## config.mk

```make
export PLATFORM = sky130hd
export DESIGN_NAME = axi_lite_regs
export DESIGN_NICKNAME = d
export VERILOG_FILES = /design/src/rtl/axi_lite_regs.sv
export SDC_FILE = /design/constraint.sdc
export NUM_CORES = 1
export LEC_CHECK = 0
export BUFFER_PORTS_ARGS = -buffer_cell sky130_fd_sc_hd__clkbuf_2
export CORE_MARGIN = 1.5
export CORE_UTILIZATION = 50
export CTS_BUF_LIST = sky130_fd_sc_hd__clkbuf_16
export DETAILED_ROUTE_END_ITERATION = 6
export PLACE_DENSITY = 0.83
export SYNTH_ARGS = -nofsm -noshare
export SYNTH_HDL_FRONTEND = slang
export SYNTH_SLANG_ARGS = --single-unit
```

## constraint.sdc

```tcl
create_clock -name aclk -period 3.45 [get_ports aclk]
set_clock_uncertainty 0.15 [all_clocks]
set_input_delay 0.345 -clock aclk [delete_from_list [all_inputs] [get_ports aclk]]
set_output_delay 0.345 -clock aclk [all_outputs]
set_load 0.05 [all_outputs]
```

## src/rtl/axi_lite_regs.sv

```systemverilog
// AXI4-Lite slave register file: NUM_RW read/write control registers that
// drive PL logic, followed by read-only status registers that PL logic drives.
// The write and read channels run independent FSMs, one transaction each.
module axi_lite_regs #(
  parameter int ADDR_WIDTH = 12,
  parameter int NUM_REGS   = 8,
  parameter int NUM_RW     = 4
) (
  input  logic                           aclk,
  input  logic                           aresetn,
  input  logic [ADDR_WIDTH-1:0]          s_axi_awaddr,
  input  logic                           s_axi_awvalid,
  output logic                           s_axi_awready,
  input  logic [31:0]                    s_axi_wdata,
  input  logic [3:0]                     s_axi_wstrb,
  input  logic                           s_axi_wvalid,
  output logic                           s_axi_wready,
  output logic [1:0]                     s_axi_bresp,
  output logic                           s_axi_bvalid,
  input  logic                           s_axi_bready,
  input  logic [ADDR_WIDTH-1:0]          s_axi_araddr,
  input  logic                           s_axi_arvalid,
  output logic                           s_axi_arready,
  output logic [31:0]                    s_axi_rdata,
  output logic [1:0]                     s_axi_rresp,
  output logic                           s_axi_rvalid,
  input  logic                           s_axi_rready,
  output logic [NUM_RW*32-1:0]           ctrl_o,
  output logic [NUM_RW-1:0]              wr_pulse_o,
  input  logic [(NUM_REGS-NUM_RW)*32-1:0] status_i
);

  localparam int          IDX_W       = ADDR_WIDTH - 2;
  localparam int          NUM_RO      = NUM_REGS - NUM_RW;
  localparam logic [31:0] NUM_RW_U    = 32'(NUM_RW);
  localparam logic [31:0] NUM_REGS_U  = 32'(NUM_REGS);
  localparam logic [1:0]  RESP_OKAY   = 2'b00;
  localparam logic [1:0]  RESP_SLVERR = 2'b10;

  typedef enum logic [1:0] {W_IDLE, W_WAIT_W, W_WAIT_AW, W_RESP} w_state_t;
  typedef enum logic       {R_IDLE, R_DATA} r_state_t;

  logic              init_q;
  logic [31:0]       ctrl_q [NUM_RW];
  w_state_t          w_state_q, w_state_d;
  r_state_t          r_state_q, r_state_d;
  logic [IDX_W-1:0]  aw_idx_q;
  logic [31:0]       w_data_q;
  logic [3:0]        w_strb_q;
  logic [1:0]        bresp_q;
  logic [NUM_RW-1:0] wr_pulse_q;
  logic [31:0]       rdata_q;
  logic [1:0]        rresp_q;

  logic              aw_hs, w_hs, ar_hs;
  logic              lat_aw, lat_w, commit;
  logic [IDX_W-1:0]  commit_idx;
  logic [31:0]       commit_data;
  logic [3:0]        commit_strb;
  logic [31:0]       commit_idx32, rd_idx32;
  logic              commit_rw;
  logic [31:0]       rd_mux;

  // Byte-offset bits are ignored by the decoder.
  logic unused_addr_bits;
  assign unused_addr_bits = ^{s_axi_awaddr[1:0], s_axi_araddr[1:0]};

  // Readies stay low until the first edge after reset release.
  assign s_axi_awready = init_q & ((w_state_q == W_IDLE) || (w_state_q == W_WAIT_AW));
  assign s_axi_wready  = init_q & ((w_state_q == W_IDLE) || (w_state_q == W_WAIT_W));
  assign s_axi_bvalid  = (w_state_q == W_RESP);
  assign s_axi_bresp   = bresp_q;
  assign s_axi_arready = init_q & (r_state_q == R_IDLE);
  assign s_axi_rvalid  = (r_state_q == R_DATA);
  assign s_axi_rdata   = rdata_q;
  assign s_axi_rresp   = rresp_q;
  assign wr_pulse_o    = wr_pulse_q;

  assign aw_hs = s_axi_awvalid & s_axi_awready;
  assign w_hs  = s_axi_wvalid  & s_axi_wready;
  assign ar_hs = s_axi_arvalid & s_axi_arready;

  for (genvar g = 0; g < NUM_RW; g++) begin : g_ctrl
    assign ctrl_o[32*g +: 32] = ctrl_q[g];
  end

  // Write FSM next state; picks the address/data pair that commits this edge.
  always_comb begin
    // NOTE: every output of a combinational block gets a default first, so no path leaves it unassigned and infers a latch.
    w_state_d   = w_state_q;
    lat_aw      = 1'b0;
    lat_w       = 1'b0;
    commit      = 1'b0;
    commit_idx  = aw_idx_q;
    commit_data = w_data_q;
    commit_strb = w_strb_q;
    case (w_state_q)
      W_IDLE: begin
        if (aw_hs && w_hs) begin
          commit      = 1'b1;
          commit_idx  = s_axi_awaddr[ADDR_WIDTH-1:2];
          commit_data = s_axi_wdata;
          commit_strb = s_axi_wstrb;
          w_state_d   = W_RESP;
        end else if (aw_hs) begin
          lat_aw    = 1'b1;
          w_state_d = W_WAIT_W;
        end else if (w_hs) begin
          lat_w     = 1'b1;
          w_state_d = W_WAIT_AW;
        end
      end
      W_WAIT_W: begin
        if (w_hs) begin
          commit      = 1'b1;
          commit_data = s_axi_wdata;
          commit_strb = s_axi_wstrb;
          w_state_d   = W_RESP;
        end
      end
      W_WAIT_AW: begin
        if (aw_hs) begin
          commit     = 1'b1;
          commit_idx = s_axi_awaddr[ADDR_WIDTH-1:2];
          w_state_d  = W_RESP;
        end
      end
      W_RESP: begin
        if (s_axi_bready) w_state_d = W_IDLE;
      end
      default: w_state_d = W_IDLE;
    endcase
  end

  assign commit_idx32 = 32'(commit_idx);
  assign commit_rw    = (commit_idx32 < NUM_RW_U);

  // Write state, latched phases, response and the RW register bank.
  always_ff @(posedge aclk or negedge aresetn) begin
    if (!aresetn) begin
      init_q     <= 1'b0;
      w_state_q  <= W_IDLE;
      aw_idx_q   <= '0;
      w_data_q   <= '0;
      w_strb_q   <= '0;
      bresp_q    <= RESP_OKAY;
      wr_pulse_q <= '0;
      // NOTE: the register bank is reset because software and PL logic rely on known control values; it is a handful of flops, not a RAM.
      for (int i = 0; i < NUM_RW; i++) ctrl_q[i] <= '0;
    end else begin
      // NOTE: non-blocking assignments keep every flop sampling pre-edge values, so a same-edge read sees the old register contents.
      init_q     <= 1'b1;
      w_state_q  <= w_state_d;
      wr_pulse_q <= '0;
      if (lat_aw) aw_idx_q <= s_axi_awaddr[ADDR_WIDTH-1:2];
      if (lat_w) begin
        w_data_q <= s_axi_wdata;
        w_strb_q <= s_axi_wstrb;
      end
      if (commit) begin
        bresp_q <= commit_rw ? RESP_OKAY : RESP_SLVERR;
        for (int i = 0; i < NUM_RW; i++) begin
          if (commit_idx32 == 32'(i)) begin
            wr_pulse_q[i] <= 1'b1;
            for (int b = 0; b < 4; b++) begin
              if (commit_strb[b]) ctrl_q[i][8*b +: 8] <= commit_data[8*b +: 8];
            end
          end
        end
      end
    end
  end

  assign rd_idx32 = 32'(s_axi_araddr[ADDR_WIDTH-1:2]);

  // Read data source: RW register, live status input, or zero when unmapped.
  always_comb begin
    rd_mux = '0;
    for (int i = 0; i < NUM_RW; i++) begin
      if (rd_idx32 == 32'(i)) rd_mux = ctrl_q[i];
    end
    for (int j = 0; j < NUM_RO; j++) begin
      if (rd_idx32 == 32'(NUM_RW + j)) rd_mux = status_i[32*j +: 32];
    end
  end

  // Read FSM next state.
  always_comb begin
    r_state_d = r_state_q;
    case (r_state_q)
      R_IDLE:  if (ar_hs) r_state_d = R_DATA;
      R_DATA:  if (s_axi_rready) r_state_d = R_IDLE;
      default: r_state_d = R_IDLE;
    endcase
  end

  // Read state and registered read response captured at the AR handshake.
  always_ff @(posedge aclk or negedge aresetn) begin
    if (!aresetn) begin
      r_state_q <= R_IDLE;
      rdata_q   <= '0;
      rresp_q   <= RESP_OKAY;
    end else begin
      r_state_q <= r_state_d;
      if (ar_hs) begin
        rdata_q <= rd_mux;
        rresp_q <= (rd_idx32 < NUM_REGS_U) ? RESP_OKAY : RESP_SLVERR;
      end
    end
  end

endmodule

```

==> run metrics <==
Setup violations, final=0; Routability Congestion=0.9127; antenna violations before repair=4; Syn Inst Count=916; I/O pins=368; GRT Total Usage=0.3063; share of cells above drive strength 1=0.4617; Tmin final=3210 ps; starting density of the core=0.5089; largest net degree at the start of global routing=115; Final Net Count=1541; CTS Buf Count=23; DR WL/cell=21.99 µm; setup TNS=0 ps; Post-Route WL=36070 µm; share of the synthesized area in the top cell type=0.4882; first-pass GRT wire length=55880 µm; Leak=7.366 nW; Critical Path RT=3680 ps; crit end category=flop; Die W=151.8 µm; CP arrival=3440 ps; port bufs=361; Synth cell types=50; reg-to-reg critical path startpoint=w_state_q[0]; slowest CP cell=a21oi_1; maximum capacitance violations=0; worst r2r dst=ctrl_o[124]; vias per inst=5.913; Power Dens Cells=658.9 nW/µm²; HP Start=status_i[66]; Post-Route Utilization=0.6737; P&R area growth vs syn=32.39%; clock buffer depth=3; vias after detailed routing=9698; setup bufs post-CTS=0; GRT overflow=0; Worst-Skew Late Latency=500 ps; first drt pass iteration count=7; RSZ-0062 raised after global routing=false; CTS root buffer=clkbuf_16; htree depth=1; fillcell total=1572; Top FF cell, synth=dfrtp_1; Yosys top cell by area=dfrtp_1; hold depth=3; Die ar.=23040 µm²; syn avg cell area=12.09 µm²; core area=21760 µm²; CP Cell Sequence=inv_1 > ha_1 > a21oi_1 > a211oi_1 > a2111o_1 > a211oi_4 > buf_4 > mux2_2; fmax=311.5 MHz; Hold Fails Final Rpt=0; Post-synth EDFFs=0; FF+latch area=5405 µm²; status=completed; DRC=0; CTS tree=yes; synth warn=0; Worst R2R Setup Slack=240 ps; CP Max Fanout=9; Min-Delay Endpoint=s_axi_rdata[2]; flops & latches, synth=216; clock sink count=216; Worst Tran Pin Value=922.4 ps; Startpoint Class=flop; maximum vdd drop=0.5479 mV; largest cells by area after synthesis=dfrtp_1 (49%), mux2_2 (18%), mux2i_1 (3.2%), a22o_1 (2.8%), a2bb2oi_1 (2.5%); post-synthesis sequential area ratio=0.4882; drt initial violations=610; Hold Crit Class=input port to flop; Post-Syn Area=11070 µm²; area occupied by multi-input gates=5365 µm²; final worst path period share=0.9304; Final Max Tran Viols=0; critical path class=flop to flop; asr flop ratio synth=1.000; Worst R2R Path Depth=8; number of global-route vias before repair=9896; Final ANT Viol Nets=0; DP Wirelength=25260 µm; die height=151.8 µm; clock transition at the registers of the reported paths=60 ps; Std-Cell Rows=54; slowest stage delay, CP=560 ps; Slew headroom=0.3836
==> sequential cells by signal, summed over array words and instances (netlist names) <==
signal	count
aw_idx_q	10
ctrl_o	128
init_q	1
s_axi_bresp	1
s_axi_rdata	32
s_axi_rresp	1
s_axi_rvalid	1
w_data_q	32
w_state_q	2
w_strb_q	4
wr_pulse_o	4
==> per-layer routing <==
layer | global-route usage | vias up | wire length, µm
met4 | 0.1526 | 2 | 1925
met2 | 0.4943 | 523 | 16960
met5 | 0 | - | 10
met1 | 0.3957 | 4707 | 14400
met3 | 0.05933 | 137 | 2772
li1 | - | 4329 | -
==> metrics by stage <==
| stage | setup WS [ps] | hold WS [ps] | instance area [µm²] | power, W | cells |
|---|---|---|---|---|---|
| after floorplan | 707.5 | -100.6 | 11070 | 0.006300 | 917 |
| after global placement | 347.9 | 314.8 | 13230 | 0.007265 | 1519 |
| final | 240.0 | 21.16 | 14660 | 0.009658 | 1640 |
| after detailed placement | 251.4 | 325.0 | 13230 | 0.007402 | 1519 |
| after CTS | 216.7 | 5.440 | 14650 | 0.009655 | 1636 |
| after global routing | 44.38 | 21.22 | 14650 | 0.01007 | 1639 |
==> layout by cell type, fill, tap and decap left out, types with 31 or more instances in the layout <==
| cell type | count |
|---|---|
| dlygate4sd3_1 | 77 |
| clkbuf_2 | 358 |
| and2_1 | 33 |
| a22o_1 | 36 |
| mux2i_1 | 35 |
| o21ai_0 | 35 |
| nor2_1 | 39 |
| mux2_2 | 175 |
| a2bb2oi_1 | 31 |
| nor2b_1 | 33 |
| a31oi_1 | 31 |
| a211oi_1 | 31 |
| dfrtp_1 | 216 |
| a22oi_1 | 35 |
==> power breakdown <==
group          switching [W]  internal (W)
combinational        0.00260       0.00133
clock               0.000972       0.00120
sequential          0.000427       0.00314
==> cells by family after synthesis <==
group / synth area share
multiplexers: 0.2137
other: 0.0006784
AO/OA/AOI/OAI: 0.1826
flip-flops: 0.4882
AND/OR/NAND/NOR: 0.08002
adder cells (fa/ha/maj): 0.005651
buffers and inverters: 0.02904
==> cell usage after synthesis, types with 7 or more instances <==
master,number
a211oi_1,31
a22o_1,36
a22oi_1,35
a2bb2oi_1,31
a31oi_1,31
and2_1,33
clkbuf_1,54
dfrtp_1,216
mux2_2,175
mux2i_1,35
nand2_1,7
nand3_4,7
nor2_1,41
nor2b_1,34
o21ai_0,35
o31ai_1,30
==> repair_timing <==
item | in CTS | in global routing
resized for setup | 0 | 1
hold endpoints to repair | 188 | 0
hold buffers | 77 | 0
setup endpoints to repair | 0 | 5
==> critical path: cells and delay by family (launching register included) <==
family | cells | cell delay, ps
buffers and inverters | 2 | 340
adders and majority gates | 1 | 320
DFF | 1 | 380
AOI/OAI and AO/OA | 4 | 1530
muxes | 1 | 360
==> area by class of cell <==
type	instances	area share
repair buffers	469	0.1953
multi-input cells	627	0.3661
flip-flops and latches	216	0.3688
clock buffers	23	0.03927
well taps	280	0.02390
diodes	4	0.0006829
clock inverters	17	0.004951
inverters	4	0.001024
==> how the worst max path moves through the flow <==
stage	from	end	slack [ps]
floorplan	w_state_q[0]	ctrl_o[100]	710
global placement	w_state_q[0]	ctrl_o[127]	350
detailed placement	w_state_q[1]	ctrl_o[124]	250
CTS	w_state_q[1]	ctrl_o[124]	220
global route	w_state_q[0]	ctrl_o[124]	40
finish	w_state_q[0]	ctrl_o[124]	240
Power figures use the tool's default switching activity.
